$ cat config.mk
export PLATFORM = sky130hd
export DESIGN_NAME = sumador_normalizador
export DESIGN_NICKNAME = d
export VERILOG_FILES = /design/src/rtl/sumador_normalizador.sv
export SDC_FILE = /design/constraint.sdc
export NUM_CORES = 1
export LEC_CHECK = 0
export CORE_MARGIN = 2
export CORE_UTILIZATION = 50
export CTS_BUF_LIST = sky130_fd_sc_hd__clkbuf_16
export DETAILED_ROUTE_END_ITERATION = 7
export GPL_ROUTABILITY_DRIVEN = 1
export PLACE_DENSITY = 0.74
export SLEW_MARGIN = 20
export SYNTH_ARGS = -nofsm -noshare
export SYNTH_HDL_FRONTEND = slang
export SYNTH_SLANG_ARGS = --single-unit
$ cat constraint.sdc
create_clock -name clk -period 4 [get_ports clk]
set_input_delay 0.8 -clock clk [delete_from_list [all_inputs] [get_ports clk]]
set_output_delay 0.8 -clock clk [all_outputs]
set_load 0.005 [all_outputs]
$ cat src/rtl/sumador_normalizador.sv
// sumador_normalizador: add/subtract and renormalise stage of the single-precision
// floating-point adder. Takes the two aligned 26-bit mantissas and the common
// biased exponent, and returns sign, exponent and truncated 23-bit fraction over
// a valid/ready handshake.
// Optional macro SUMADOR_NORM_RAPIDA_EN: single-cycle normalisation through a
// combinational leading-zero counter. When it is undefined, normalisation
// shifts one bit per cycle.
module sumador_normalizador (
  input  logic        clk,
  input  logic        rst,
  input  logic        in_valid,
  output logic        in_ready,
  input  logic        Signo_A,
  input  logic        Signo_B,
  input  logic [25:0] Mantissa_A,
  input  logic [25:0] Mantissa_B,
  input  logic [7:0]  Exp_comun,
  output logic        out_valid,
  input  logic        out_ready,
  output logic        Signo_R,
  output logic [7:0]  Exponente_R,
  output logic [22:0] Mantissa_R,
  output logic        Overflow,
  output logic        Zero
);

  typedef enum logic [1:0] {IDLE, SUMA, NORM, SALIDA} state_t;

  state_t      state, state_n;

  // Captured operands
  logic        sa, sb;
  logic [25:0] ma, mb;
  logic [7:0]  ea;

  // Working result. It also drives the outputs, which are only valid in SALIDA.
  logic [25:0] mag, mag_n;
  logic [8:0]  expo, expo_n;
  logic        sign, sign_n;
  logic        ovf, ovf_n;
  logic        zero, zero_n;

`ifdef SUMADOR_NORM_RAPIDA_EN
  logic [4:0]  lz;

  // Leading zeros of mag[23:0]. The highest set bit wins, because later loop
  // iterations overwrite earlier ones.
  always_comb begin
    lz = 5'd24;
    for (int unsigned i = 0; i < 24; i++) begin
      if (mag[i]) lz = 5'(23 - i);
    end
  end
`endif

  // Next-state and next-datapath logic
  always_comb begin
    state_n = state;
    mag_n   = mag;
    expo_n  = expo;
    sign_n  = sign;
    ovf_n   = ovf;
    zero_n  = zero;
    case (state)
      IDLE: begin
        if (in_valid) state_n = SUMA;
      end
      SUMA: begin
        ovf_n  = 1'b0;
        zero_n = 1'b0;
        expo_n = {1'b0, ea};
        if (sa == sb) begin
          mag_n  = ma + mb;
          sign_n = sa;
        end else if (ma > mb) begin
          mag_n  = ma - mb;
          sign_n = sa;
        end else if (mb > ma) begin
          mag_n  = mb - ma;
          sign_n = sb;
        end else begin
          mag_n  = '0;
          sign_n = 1'b0;
        end
        state_n = NORM;
      end
      NORM: begin
        if (mag == '0) begin
          zero_n  = 1'b1;
          expo_n  = '0;
          state_n = SALIDA;
        end else if (mag[24]) begin
          mag_n  = mag >> 1;
          expo_n = expo + 9'd1;
          if (expo + 9'd1 >= 9'd255) begin
            ovf_n   = 1'b1;
            expo_n  = 9'd255;
            mag_n   = '0;
            state_n = SALIDA;
          end
`ifdef SUMADOR_NORM_RAPIDA_EN
          else begin
            state_n = SALIDA;
          end
`endif
        end else if (mag[23]) begin
          state_n = SALIDA;
        end else begin
`ifdef SUMADOR_NORM_RAPIDA_EN
          // Same flush rule as the iterative walk: underflow when the
          // exponent would reach zero or below.
          if ({4'b0, lz} >= expo) begin
            zero_n = 1'b1;
            expo_n = '0;
            mag_n  = '0;
          end else begin
            mag_n  = mag << lz;
            expo_n = expo - {4'b0, lz};
          end
          state_n = SALIDA;
`else
          if (expo <= 9'd1) begin
            zero_n  = 1'b1;
            expo_n  = '0;
            mag_n   = '0;
            state_n = SALIDA;
          end else begin
            mag_n  = mag << 1;
            expo_n = expo - 9'd1;
          end
`endif
        end
      end
      SALIDA: begin
        if (out_ready) state_n = IDLE;
      end
      default: state_n = IDLE;
    endcase
  end

  // State register
  always_ff @(posedge clk) begin
    if (rst) state <= IDLE;
    else     state <= state_n;
  end

  // Operand capture and working-result registers
  always_ff @(posedge clk) begin
    if (rst) begin
      sa   <= 1'b0;
      sb   <= 1'b0;
      ma   <= '0;
      mb   <= '0;
      ea   <= '0;
      mag  <= '0;
      expo <= '0;
      sign <= 1'b0;
      ovf  <= 1'b0;
      zero <= 1'b0;
    end else begin
      if (state == IDLE && in_valid) begin
        sa <= Signo_A;
        sb <= Signo_B;
        ma <= Mantissa_A;
        mb <= Mantissa_B;
        ea <= Exp_comun;
      end
      mag  <= mag_n;
      expo <= expo_n;
      sign <= sign_n;
      ovf  <= ovf_n;
      zero <= zero_n;
    end
  end

  assign in_ready    = (state == IDLE);
  assign out_valid   = (state == SALIDA);
  assign Signo_R     = sign;
  assign Exponente_R = expo[7:0];
  assign Mantissa_R  = mag[22:0];
  assign Overflow    = ovf;
  assign Zero        = zero;

endmodule

======== Word-level counts from Yosys, hierarchy flattened ========
Cells that the tools add are included.
storage, ports and cells
  word-level logic and storage cells ...... 82
  output and inout port bits .............. 36
  input bits .............................. 66
  flip-flop bits (word level) ............. 102
operators by class
  eq/ne operators ......................... 16
  magnitude comparators ................... 4
  reductions and logical operators ........ 10
  multiplexer cells ....................... 35
  add/sub/neg operators ................... 5
operators by type and width
  kind                 count
  $mux 26              6
  $gt 26x26->1         2
  $pmux 26 s2          1
  $sub 26x26->26       2
  $mux 9               5
  $add 26x26->26       1
  $logic_not 26->1     1
  $mux 25              1
  $mux 24              1
  $pmux 9 s2           1
  $mux 2               7
  $ne 3x3->1 const B   4
  $reduce_and 4->1     3
  $mux 1               10
  $add 9x1->9 const B  1
  $ge 9x8->1 const B   1
  $le 9x1->1 const B   1
  $sub 9x1->9 const B  1
  $ne 2x2->1 const B   4
  $ne 4x4->1 const B   2
  $pmux 2 s4           1
  $ne 5x5->1 const B   1
  $eq 2x2->1 const B   2
  $pmux 1 s2           2
  8 further kinds      9

======== Depth between registers and ports, before layout ========
Gate-level depths: netlist of the first run.
  depth in word-level cells ............... 6
  gate-level depth with buffers ........... 15
  gate-level depth less buffers ........... 13

======== Worst setup path after synthesis of the first run ========
Ideal clock, no wire load.
  path type ............................... register to register
  from .................................... register ma[0]
  to ...................................... register mag[14]
  data arrival time ....................... 3.062 ns
  setup time .............................. 0.131 ns
  cell stages (with the launch flop) ...... 14
  required time ........................... 3.869 ns
  path buffers ............................ 1
  clock period less this slack ............ 3.193 ns
  path slack .............................. 0.807 ns
  cells stage by stage .................... dfxtp_1 ha_1 inv_1 fa_1 a21o_1 a221o_1 a21o_1 a211o_1 a21oi_1 nor2_2 buf_2 a221o_1 a21oi_1 o22ai_1
on the way
  word-level cells in the longest chain between the ends .. 5
  elaborated cells on any way between the ends .. 9
  those cells by class .................... add/sub: 3; order compare: 2; mux: 4
ends and longest elaborated chain
  item                                            RTL line  RTL
  start, declared                                 33        logic [25:0] ma, mb;
  start signal, assigned                          164       ma <= Mantissa_A;
  $sub 26x26->26 or $gt 26x26->1 (tied branches)  79, 78
  $mux 26                                         78        end else if (mb > ma) begin
  $mux 26                                         75        end else if (ma > mb) begin
  $mux 26 *                                       72        if (sa == sb) begin
  $pmux 26 s2 *                                   64        case (state)
  end signal, assigned                            168       mag <= mag_n;
  end, declared                                   37        logic [25:0] mag, mag_n;
Mark *: on every way between the ends. The rest lies on a longest branch, timed or not.
A chain may end at the register's enable or synchronous reset.

======== Worst setup path after layout of the first run ========
  from .................................... register ma[0]
  to ...................................... register mag[23]
The elaborated chain is that of the path after synthesis.

==> results of run 1 <==
stage by stage:
step	instances	hold WS (ns)	area [um^2]
finish	1570	0.460	10700
global route	1570	0.489	10700
CTS	1570	0.460	10700
detailed placement	1554	0.449	10400
global placement	1554	0.444	10400
floorplan	1303	0.436	9340
logic make-up after synthesis:
kind of cell | after synthesis
xor gates and xnor gates | 29
buffers and inverters | 209
and+or+nand+nor | 434
adders and majority gates | 88
DFF | 102
AOI/OAI and AO/OA | 438
muxes | 3
registers in the layout (all words and copies together) (netlist names):
register and cells:
sa 1, expo 9, Zero 1, mag 26, sb 1, mb 26, Overflow 1, ma 26
state 2, ea 8, Signo_R 1
path summary, 6_finish.rpt:
check | endpoint | cells after the start | slack (ns)
min | ea[3] | 2 | 0.46
min reg2reg | ea[3] | 2 | 0.46
max reg2reg | mag[23] | 12 | 0.23
max | mag[23] | 12 | 0.23
repair_timing:
item | 4_1_cts | 5_1_grt
resized for setup | 0 | 1
setup endpoints to repair | 0 | 1
hold buffers | 0 | 0
buffers inserted | 0 | 0
layer usage:
metal / up-vias / GRT usage [%] / wire length, um
met5: - / 0 / 0
met4: 0 / 9.47 / 663
met3: 50 / 4.14 / 2480
met2: 467 / 44.4 / 12700
met1: 4534 / 44.4 / 14400
li1: 4717 / - / -
power groups by stage:
stage	sequential, uW	clock [uW]	combinational (uW)
finish	1580	951	5510
global route	1620	989	5950
CTS	1570	958	5370
detailed placement	1600	0	5350
global placement	1580	0	5340
floorplan	1470	0	3860
cell usage after synthesis (13+ instances only):
| library cell | number | area, um^2 |
|---|---|---|
| nand2_1 | 179 | 672 |
| a21oi_1 | 141 | 706 |
| nor2_1 | 107 | 402 |
| dfxtp_1 | 102 | 2040 |
| inv_1 | 93 | 349 |
| ha_1 | 85 | 1060 |
| clkbuf_1 | 75 | 282 |
| o21ai_0 | 62 | 310 |
| buf_4 | 31 | 233 |
| nor3_1 | 26 | 130 |
| a221oi_1 | 21 | 184 |
| xnor2_1 | 21 | 184 |
| a211oi_1 | 20 | 150 |
| a21o_1 | 20 | 150 |
| a31oi_1 | 19 | 119 |
| nand3_1 | 17 | 85.1 |
| nor4_1 | 17 | 106 |
| a221o_1 | 16 | 160 |
| and3_1 | 14 | 87.6 |
| nor2b_1 | 14 | 87.6 |
| nand4_1 | 13 | 81.3 |
cell type report:
cell class              instances  area, um^2
clock inverters                 7        77.6
fillers                      1772        7490
well taps                     229         287
multi-input cells             992        6390
repair buffers                137        1280
clock buffers                   9         225
inverters                      94         353
flip-flops and latches        102        2040
worst max-delay path, delay by kind of cell (launching register included):
| family | cells | cell delay (ns) |
|---|---|---|
| simple gates | 2 | 0.32 |
| fa+ha+maj | 2 | 0.65 |
| buf+inv | 2 | 0.38 |
| flops | 1 | 0.39 |
| compound gates | 6 | 1.96 |
==> run summary, run 1 <==
Rel. slew slack: 31.7%
Post-Synth Simple-Gate Area: 21.2%
Synthesized-area fraction occupied by adder cells: 12.0%
Via/cell ratio: 6.22
Clock share of power: 11.8%
Post-Syn Instances: 1,303
Core Region: 18,100 um^2
Tot GR Track Use: 29.8%
Flop pwr share: 19.6%
Setup Skew: 0.00784 ns
Routed len/inst: 19.2 um
GP Congestion: 0.972
Grt ovf: 0
Crit Path Class: register to register
Htree depth: 3
Largest fanout on the critical path: 14
I/O pin count: 102
Slack of the critical path: 0.226 ns
RR Startpoint: ma[0]
CP Launch Type: register
Critical path data required time: 4.29 ns
Slowest-stage cell, CP: o31a_1
Power per cell area: 755 nW/um^2
# clock sinks: 102
Share of layout cells above drive strength 1: 5.89%
CTS max path bufs: 2
Largest net degree at the start of global routing: 71
Die Wd: 141 um
Skew-Pair Late Insertion Delay: 0.36 ns
Post-synthesis xor/xnor area fraction: 2.72%
EDFF count, synth: 0
First-pass GRT wire length: 47,900 um
Critical Path Start: ma[0]
Hold crit path type: register to register
TNS Setup: 0 ns
Fin. Hold Viols: 0
Register area share after synthesis: 21.9%
Pint: 3840 uW
CP dominant cell by count: a31oi_1
Cell Chain, Critical Path: inv_1 -> ha_1 -> fa_1 -> nor2b_1 -> o21ai_2 -> a31oi_1 -> o2111a_1 -> o31a_1 -> buf_4 -> nand2_1 -> o221a_2 -> a31oi_1
Mux contribution to synthesized area: 0.322%
Hold Path Origin: ea[3]
Ant diodes: 0
Most common cell after layout, fill and taps aside: nand2_1
Drt drc: 0
Slew Limit Fails: 0
Status: finished clean
Most frequent cells in the layout: 178 x nand2_1, 141 x a21oi_1, 107 x nor2_1
Area Growth Syn to Fin: 14.1%
Initial Util: 51.5%
Die footprint: 19,800 um^2
Critical Path AT: 4.07 ns
Port bufs: 101
CTS root buf: clkbuf_16
Synth unique cells: 82
Routed Antenna Nets: 0
Post-Syn Area per Cell: 7.17 um^2
Net Count, Synth: 1,457
Sw frac: 52.3%
WL final: 30,200 um
Post-synthesis compound-gate area fraction: 32.1%
Worst-Margin Slew: 1.02 ns
Initial antenna violation count: 0
Maxcap violations: 0
Comb power frac: 68.5%
TritonCTS clock tree: yes
Post-DP HPWL: 22,900 um
Critical Path End Type: register
Pre-antenna DRT Iters: 6
Synth Register Bits: 102
Final min period: 3.77 ns
Peak supply drop: 0.322 mV
Ys flop type: dfxtp_1
Rows: 49
Total CTS buffers: 9
Synth warnings: 0
Post-Route Utilization: 58.7%
RSZ-0062 raised after global routing: no
Tot Pwr: 8050 uW
Die height: 141 um
Leak pwr: 0.00430 uW
Worst-path clk slew: 0.08 ns
Mapped cell area: 9340 um^2
Post-place setup slack: 0.227 ns
Final nets: 1,490
Post-route clock period utilization: 94.4%
P_sw: 4210 uW
Via count: 9,768
Max Fclk: 265 MHz
Slowest stage delay, CP: 0.71 ns
Initial DRC count: 1,017
Number of global-route vias before repair: 8,844
Largest family of logic cells by synthesized area: compound AO/OA/AOI/OAI gates
Async SR Flop Fraction: 0%
Final setup fails: 0
(Power assumes the default switching activity.)
==> inputs of run 2 (changes only) <==
--- a/config.mk
+++ b/config.mk
@@ -5,12 +5,13 @@
 export SDC_FILE = /design/constraint.sdc
 export NUM_CORES = 1
 export LEC_CHECK = 0
-export CORE_MARGIN = 2
 export CORE_UTILIZATION = 50
 export CTS_BUF_LIST = sky130_fd_sc_hd__clkbuf_16
+export CTS_CLUSTER_DIAMETER = 30
 export DETAILED_ROUTE_END_ITERATION = 7
 export GPL_ROUTABILITY_DRIVEN = 1
 export PLACE_DENSITY = 0.74
+export SETUP_SLACK_MARGIN = 0.4
 export SLEW_MARGIN = 20
 export SYNTH_ARGS = -nofsm -noshare
 export SYNTH_HDL_FRONTEND = slang
==> run 2 against run 1 <==
Compared with the run above: the run now ends with design-rule violations left; via count about the same; clock power increased by 2.2%; final cell count increased by 0.32%; clock-buffer cell count unchanged; utilization increased by 0.94 points; sequential share of layout area decreased by 0.28 points; worst hold slack about the same; power increased by 1.7%; register-to-register slack improved by 0.25 ns; critical endpoint is now mag[25].
==> run summary, run 2 (same netlist as run 1, synthesis figures left out) <==
Initial DRC count: 976
Largest net degree at the start of global routing: 55
Rows: 49
GP Congestion: 0.994
Setup Skew: 0.00588 ns
Post-DP HPWL: 22,700 um
Via/cell ratio: 6.21
Slew Limit Fails: 0
Peak supply drop: 0.493 mV
Hold EP: ea[0]
Pre-antenna DRT Iters: 8
Hold crit path type: register to register
Routed Antenna Nets: 0
TritonCTS clock tree: yes
Area Growth Syn to Fin: 15.9%
Worst-path clk slew: 0.08 ns
RSZ-0062 raised after global routing: yes
Post-route clock period utilization: 88.2%
Rel. slew slack: 41.7%
Core Region: 18,100 um^2
Die height: 139 um
FF-to-FF path depth: 11
First-pass GRT wire length: 48,600 um
Fin. Hold Viols: 0
# clock sinks: 102
Cts hold-fix bufs: 0
Share of layout cells above drive strength 1: 7.43%
CTS root buf: clkbuf_16
Status: finished with violations
Final nets: 1,495
Leak pwr: 0.00434 uW
Skew-Pair Late Insertion Delay: 0.37 ns
Most frequent cells in the layout: 178 x nand2_1, 139 x a21oi_1, 107 x nor2_1
Largest fanout on the critical path: 8
Slowest-stage cell, CP: or4_4
Critical Path End Type: register
Drt drc: 10
Htree depth: 3
Cell Chain, Critical Path: inv_1 -> ha_2 -> or4_4 -> or4_1 -> a211oi_2 -> nand3b_4 -> a221o_2 -> a311oi_4 -> o41ai_4 -> mux2i_1 -> a2111oi_2
R2R Setup Slk: 0.47 ns
Die footprint: 19,200 um^2
Final min period: 3.53 ns
Die Wd: 139 um
Grt ovf: 0
RR Startpoint: ma[10]
Worst-Margin Slew: 0.872 ns
Most common cell after layout, fill and taps aside: nand2_1
Worst hold path depth: 2
Tot GR Track Use: 31.4%
Initial antenna violation count: 0
CTS max path bufs: 2
Power per cell area: 756 nW/um^2
Ant diodes: 0
Max Fclk: 283 MHz
Slowest stage delay, CP: 0.57 ns
Number of global-route vias before repair: 9,060
Hold Path Origin: ea[0]
Critical path data required time: 4.27 ns
WL final: 30,100 um
Top Registers: ma x26, mag x26, mb x26
Final setup fails: 0
TNS Setup: 0 ns
RR Endpoint: mag[25]
Critical Path AT: 3.80 ns
Via count: 9,773
Maxcap violations: 0
Failing checks: design-rule violations
Total CTS buffers: 9
Crit Path Class: register to register
I/O pin count: 102
WHS: 0.461 ns
Routed len/inst: 19.1 um
Initial Util: 51.5%
CP Launch Type: register
Port bufs: 101
## run 2: cell types whose count changed in the layout (fill, tap and decap cells not counted), moves of 2 or more
cell	before	now
buf_12	0	2
ha_4	0	2
dfxtp_2	0	2
inv_6	4	2
a21oi_1	141	139
a311oi_1	12	10
a311oi_2	0	2
ha_2	0	2
dfxtp_1	102	100
buf_4	37	39
ha_1	85	81
## run 2: worst max-delay path by stage
| stage | startpoint | endpoint | slack, ns | depth (start not counted) |
|---|---|---|---|---|
| 6_report | ma[10] | mag[25] | 0.47 | 11 |
| 4_1_cts | ma[21] | mag[12] | 0.42 | 10 |
| 3_3_place_gp | ma[0] | mag[22] | 0.30 | 12 |
| 3_5_place_dp | ma[0] | mag[22] | 0.26 | 12 |
| 2_1_floorplan | ma[0] | mag[14] | 0.81 | 13 |
| 5_1_grt | ma[10] | mag[25] | 0.37 | 11 |
## run 2: cell type report
class	instances	area, um^2
clock buffer	9	225
sequential	102	2040
timing repair buffer	142	1350
inverter	94	353
fill	1760	7320
clock inverter	7	88.8
multi-input combinational	992	6480
tap	229	287
## run 2: stage by stage
| stage | setup slack [ns] | power, uW | instances | utilization, % | cell area, um^2 |
|---|---|---|---|---|---|
| final | 0.471 | 8190 | 1575 | 59.7 | 10800 |
| after global routing | 0.365 | 8740 | 1575 | 59.7 | 10800 |
| after CTS | 0.417 | 7960 | 1574 | 59.2 | 10700 |
| after detailed placement | 0.258 | 6970 | 1558 | 57.4 | 10400 |
| after global placement | 0.303 | 6960 | 1558 | 57.4 | 10400 |
| after floorplan | 0.807 | 5330 | 1303 | - | 9340 |
## run 2: power by group
group	internal, uW	switching, uW
clock network	501	471
registers	1250	322
logic	2180	3460
## run 2: routing by layer
layer / global-route usage [%] / wire, um / up-vias
li1: - / - / 4728
met1: 45.2 / 14300 / 4541
met2: 48.2 / 12900 / 463
met3: 5.46 / 2530 / 41
met4: 8.13 / 460 / 0
met5: 0 / 0 / -
## run 2: repair_timing
item / CTS / global route
pin swaps: 0 / 4
resized for setup: 5 / 16
setup buffers: 0 / 1
setup endpoints to repair: 18 / 24
## run 2: critical path, delay by kind of cell (launching register included)
kind / cells / cell delay (ns)
multiplexers: 1 / 0.13
flip-flops: 1 / 0.36
buffers and inverters: 1 / 0.05
adder cells (fa/ha/maj): 1 / 0.35
AND/OR/NAND/NOR: 3 / 1.23
AO/OA/AOI/OAI: 5 / 1.29
==> RTL edit (settings of run 2) <==
The 4 states of `state_t` get a Gray code encoding in 2 bits.
--- a/src/rtl/sumador_normalizador.sv
+++ b/src/rtl/sumador_normalizador.sv
@@ -25,5 +25,5 @@
 );
 
-  typedef enum logic [1:0] {IDLE, SUMA, NORM, SALIDA} state_t;
+  typedef enum logic [1:0] {IDLE = 2'b00, SUMA = 2'b01, NORM = 2'b11, SALIDA = 2'b10} state_t;
 
   state_t      state, state_n;
Formal check against the unedited RTL: same outputs for any inputs over 4 cycles, from zero or initial values and one cycle with rst high; so few cycles prove little.
==> RTL edit against run 2 <==
Worst setup slack better by 0.042 ns. Design area down 3.6%. Area after synthesis down 2.1%. First-iteration DRC count up 7.7%. Wire length down 6.2%. Critical path depth up 1. Sequential cell count unchanged. Critical path type unchanged.
Power is not compared: it rests on default switching activity, and its combinational part moved more than twofold at a synthesized area within 25%.
==> RTL edit: results (changes against run 2) <==
The count of port buffers added during placement works out to 101 (unchanged). The fraction of layout cells with a size suffix above 1 works out to 6.59% (-0.84 points). The run gives 30.3% (-1.0 points) as the global-route total usage across every layer. The mean routed wirelength per cell is 18.4 um (-3.9%), and the post-synth net total is 1424 (-2.3%). The tools report the wire length of the first global-routing pass as 44.8 mm (-7.9%).

Clock tree synthesis selected as its root buffer the cell clkbuf_16. The via count of the first global-routing pass is 8387 (-7.4%). Number of buffers added by the clock tree synthesis step: 9 (unchanged).

By count the netlist is led by 184 x nand2_1, 158 x a21oi_1, 102 x dfxtp_1, 93 x inv_1, 90 x nor2_1. For the arrival time at the worst endpoint, the log shows 3.70 ns (-0.10 ns). The run gives 1450 (-3.0%) as the final net count.

Weighted congestion at the end of routability-driven global placement: 0.908 (-8.7%). The logs give 83 (+51%) for the pin count of the biggest net entering global routing and 1051 (+7.7%) for the number of design-rule violations left by the first detailed-router iteration. The run gives 9505 (-2.7%) as the routed via count.

The iteration count of the initial detailed-routing pass is 5 (-3). The post-CTS setup buffer count came out at 0 (unchanged). In the final layout, the registers with the most flip-flops are ma: 26 flops, mag: 26 flops, mb: 26 flops. The clock insertion delay at the later pin of the skew report was 0.37 ns (about the same). The proportion of synthesized flip-flops having asynchronous set or reset was 0% (unchanged); the static leakage power was 4.05 nW.

The run gives 41.3% (-0.41 points) as the relative slew slack. Primary flip-flop cell chosen by synthesis mapping: dfxtp_1. The worst slack at placement was 0.429 ns (+0.171 ns).

The depth of the worst hold-timing path is 2 (unchanged), and the clock transition at the registers of the reported paths is 0.08 ns (about the same). The highest fanout seen on the critical path works out to 11 (+3). Maximum root-to-sink buffer count: 2 (unchanged).

The initial antenna violation count came out at 1 (+1). The run finished with clean final reports. The sequential share of the synthesized area came out at 22.3% (+0.47 points).

By area the synthesized netlist is led by dfxtp_1 22%, ha_1 11%, a21oi_1 8.6%. The total half-perimeter wirelength after legalization and detailed placement came out at 21.1 mm (-7.0%). The number of cells traversed by the worst register-to-register path was 12 (+1). The logs give 0.00760 ns (+0.00172 ns) for the post-route clock skew and 76 (-7.3%) for the number of distinct library cell variants in the gate-level netlist after synthesis. Number of synthesis warnings: 0 (unchanged). The run gives 3 (unchanged) as the number of levels the H-tree was split into.
-- RTL edit: cell count changes after synthesis, sizes merged, moves of 7 or more --
cell	delta
o221ai	+11
a311oi	-9
and2	-7
o31ai	+7
buf	+14
a21oi	+17
o21bai	+12
a211oi	-8
clkbuf	-13
nor2	-17
and3	-11
-- RTL edit: metal layers --
layer	track usage, %	vias to the layer above	part of all wire [%]
li1	-	4605	-
met1	43.2	4455	47
met3	4.16	46	7.1
met5	0	-	0
met4	9.46	0	2.1
met2	47.0	399	44
-- RTL edit: worst paths after layout --
check / from / end / slack, ns
setup reg to reg: ma[5] / mag[24] / 0.51
hold reg to reg: ea[6] / ea[6] / 0.46
setup / recovery: ma[5] / mag[24] / 0.51
hold / removal: ea[6] / ea[6] / 0.46
-- RTL edit: cell families (layout without fill, tap and decap cells) --
group	count (synthesis)	count (layout)	synth area share, %
fa+ha+maj	84	84	11.7
compound gates	449	449	32.8
xor+xnor	29	29	2.78
flops	102	102	22.3
other cells	0	2	0
simple gates	401	401	20.0
buf+inv	209	240	10.3
-- RTL edit: repair_timing --
action / in CTS / in global routing
gates cloned: 0 / 0
setup endpoints to repair: 1 / 19
hold buffers: 0 / 0
resized for setup: 1 / 18
-- RTL edit: worst max-delay path, cell delays in order (launching register included) --
cell       delay, ns
dfxtp_1         0.39
inv_1           0.06
ha_1            0.50
inv_1           0.16
a21oi_1         0.37
a311oi_2        0.18
nor4b_1         0.68
o31ai_2         0.22
a21oi_1         0.21
o21bai_1        0.11
buf_4           0.16
a31oi_1         0.15
o2111ai_1       0.13
-- RTL edit: where the power goes --
| group | internal, mW | leakage (nW) | total [mW] | switching, mW |
|---|---|---|---|---|
| Combinational | 0.783 | 3.07 | 1.99 | 1.20 |
| Sequential | 1.11 | 0.836 | 1.24 | 0.134 |
| Clock | 0.432 | 0.135 | 0.896 | 0.464 |
-- RTL edit: cell type report --
type	count	area, um2
multi-input cells	963	6240
diodes	2	5.00
clock inverters	7	55.1
well taps	229	287
repair buffers	131	1230
inverters	93	349
clock buffers	9	225
flip-flops and latches	102	2040
fillers	1707	7520
-- RTL edit: stage by stage --
stage / utilization [%] / std cells / instance area, um2 / power, mW
final: 58.1 / 1536 / 10400 / 4.13
after CTS: 57.7 / 1534 / 10400 / 4.06
after floorplan: - / 1274 / 9140 / 2.59
after global routing: 58.1 / 1534 / 10400 / 4.37
after global placement: 56.1 / 1518 / 10100 / 3.15
after detailed placement: 56.1 / 1518 / 10100 / 3.16
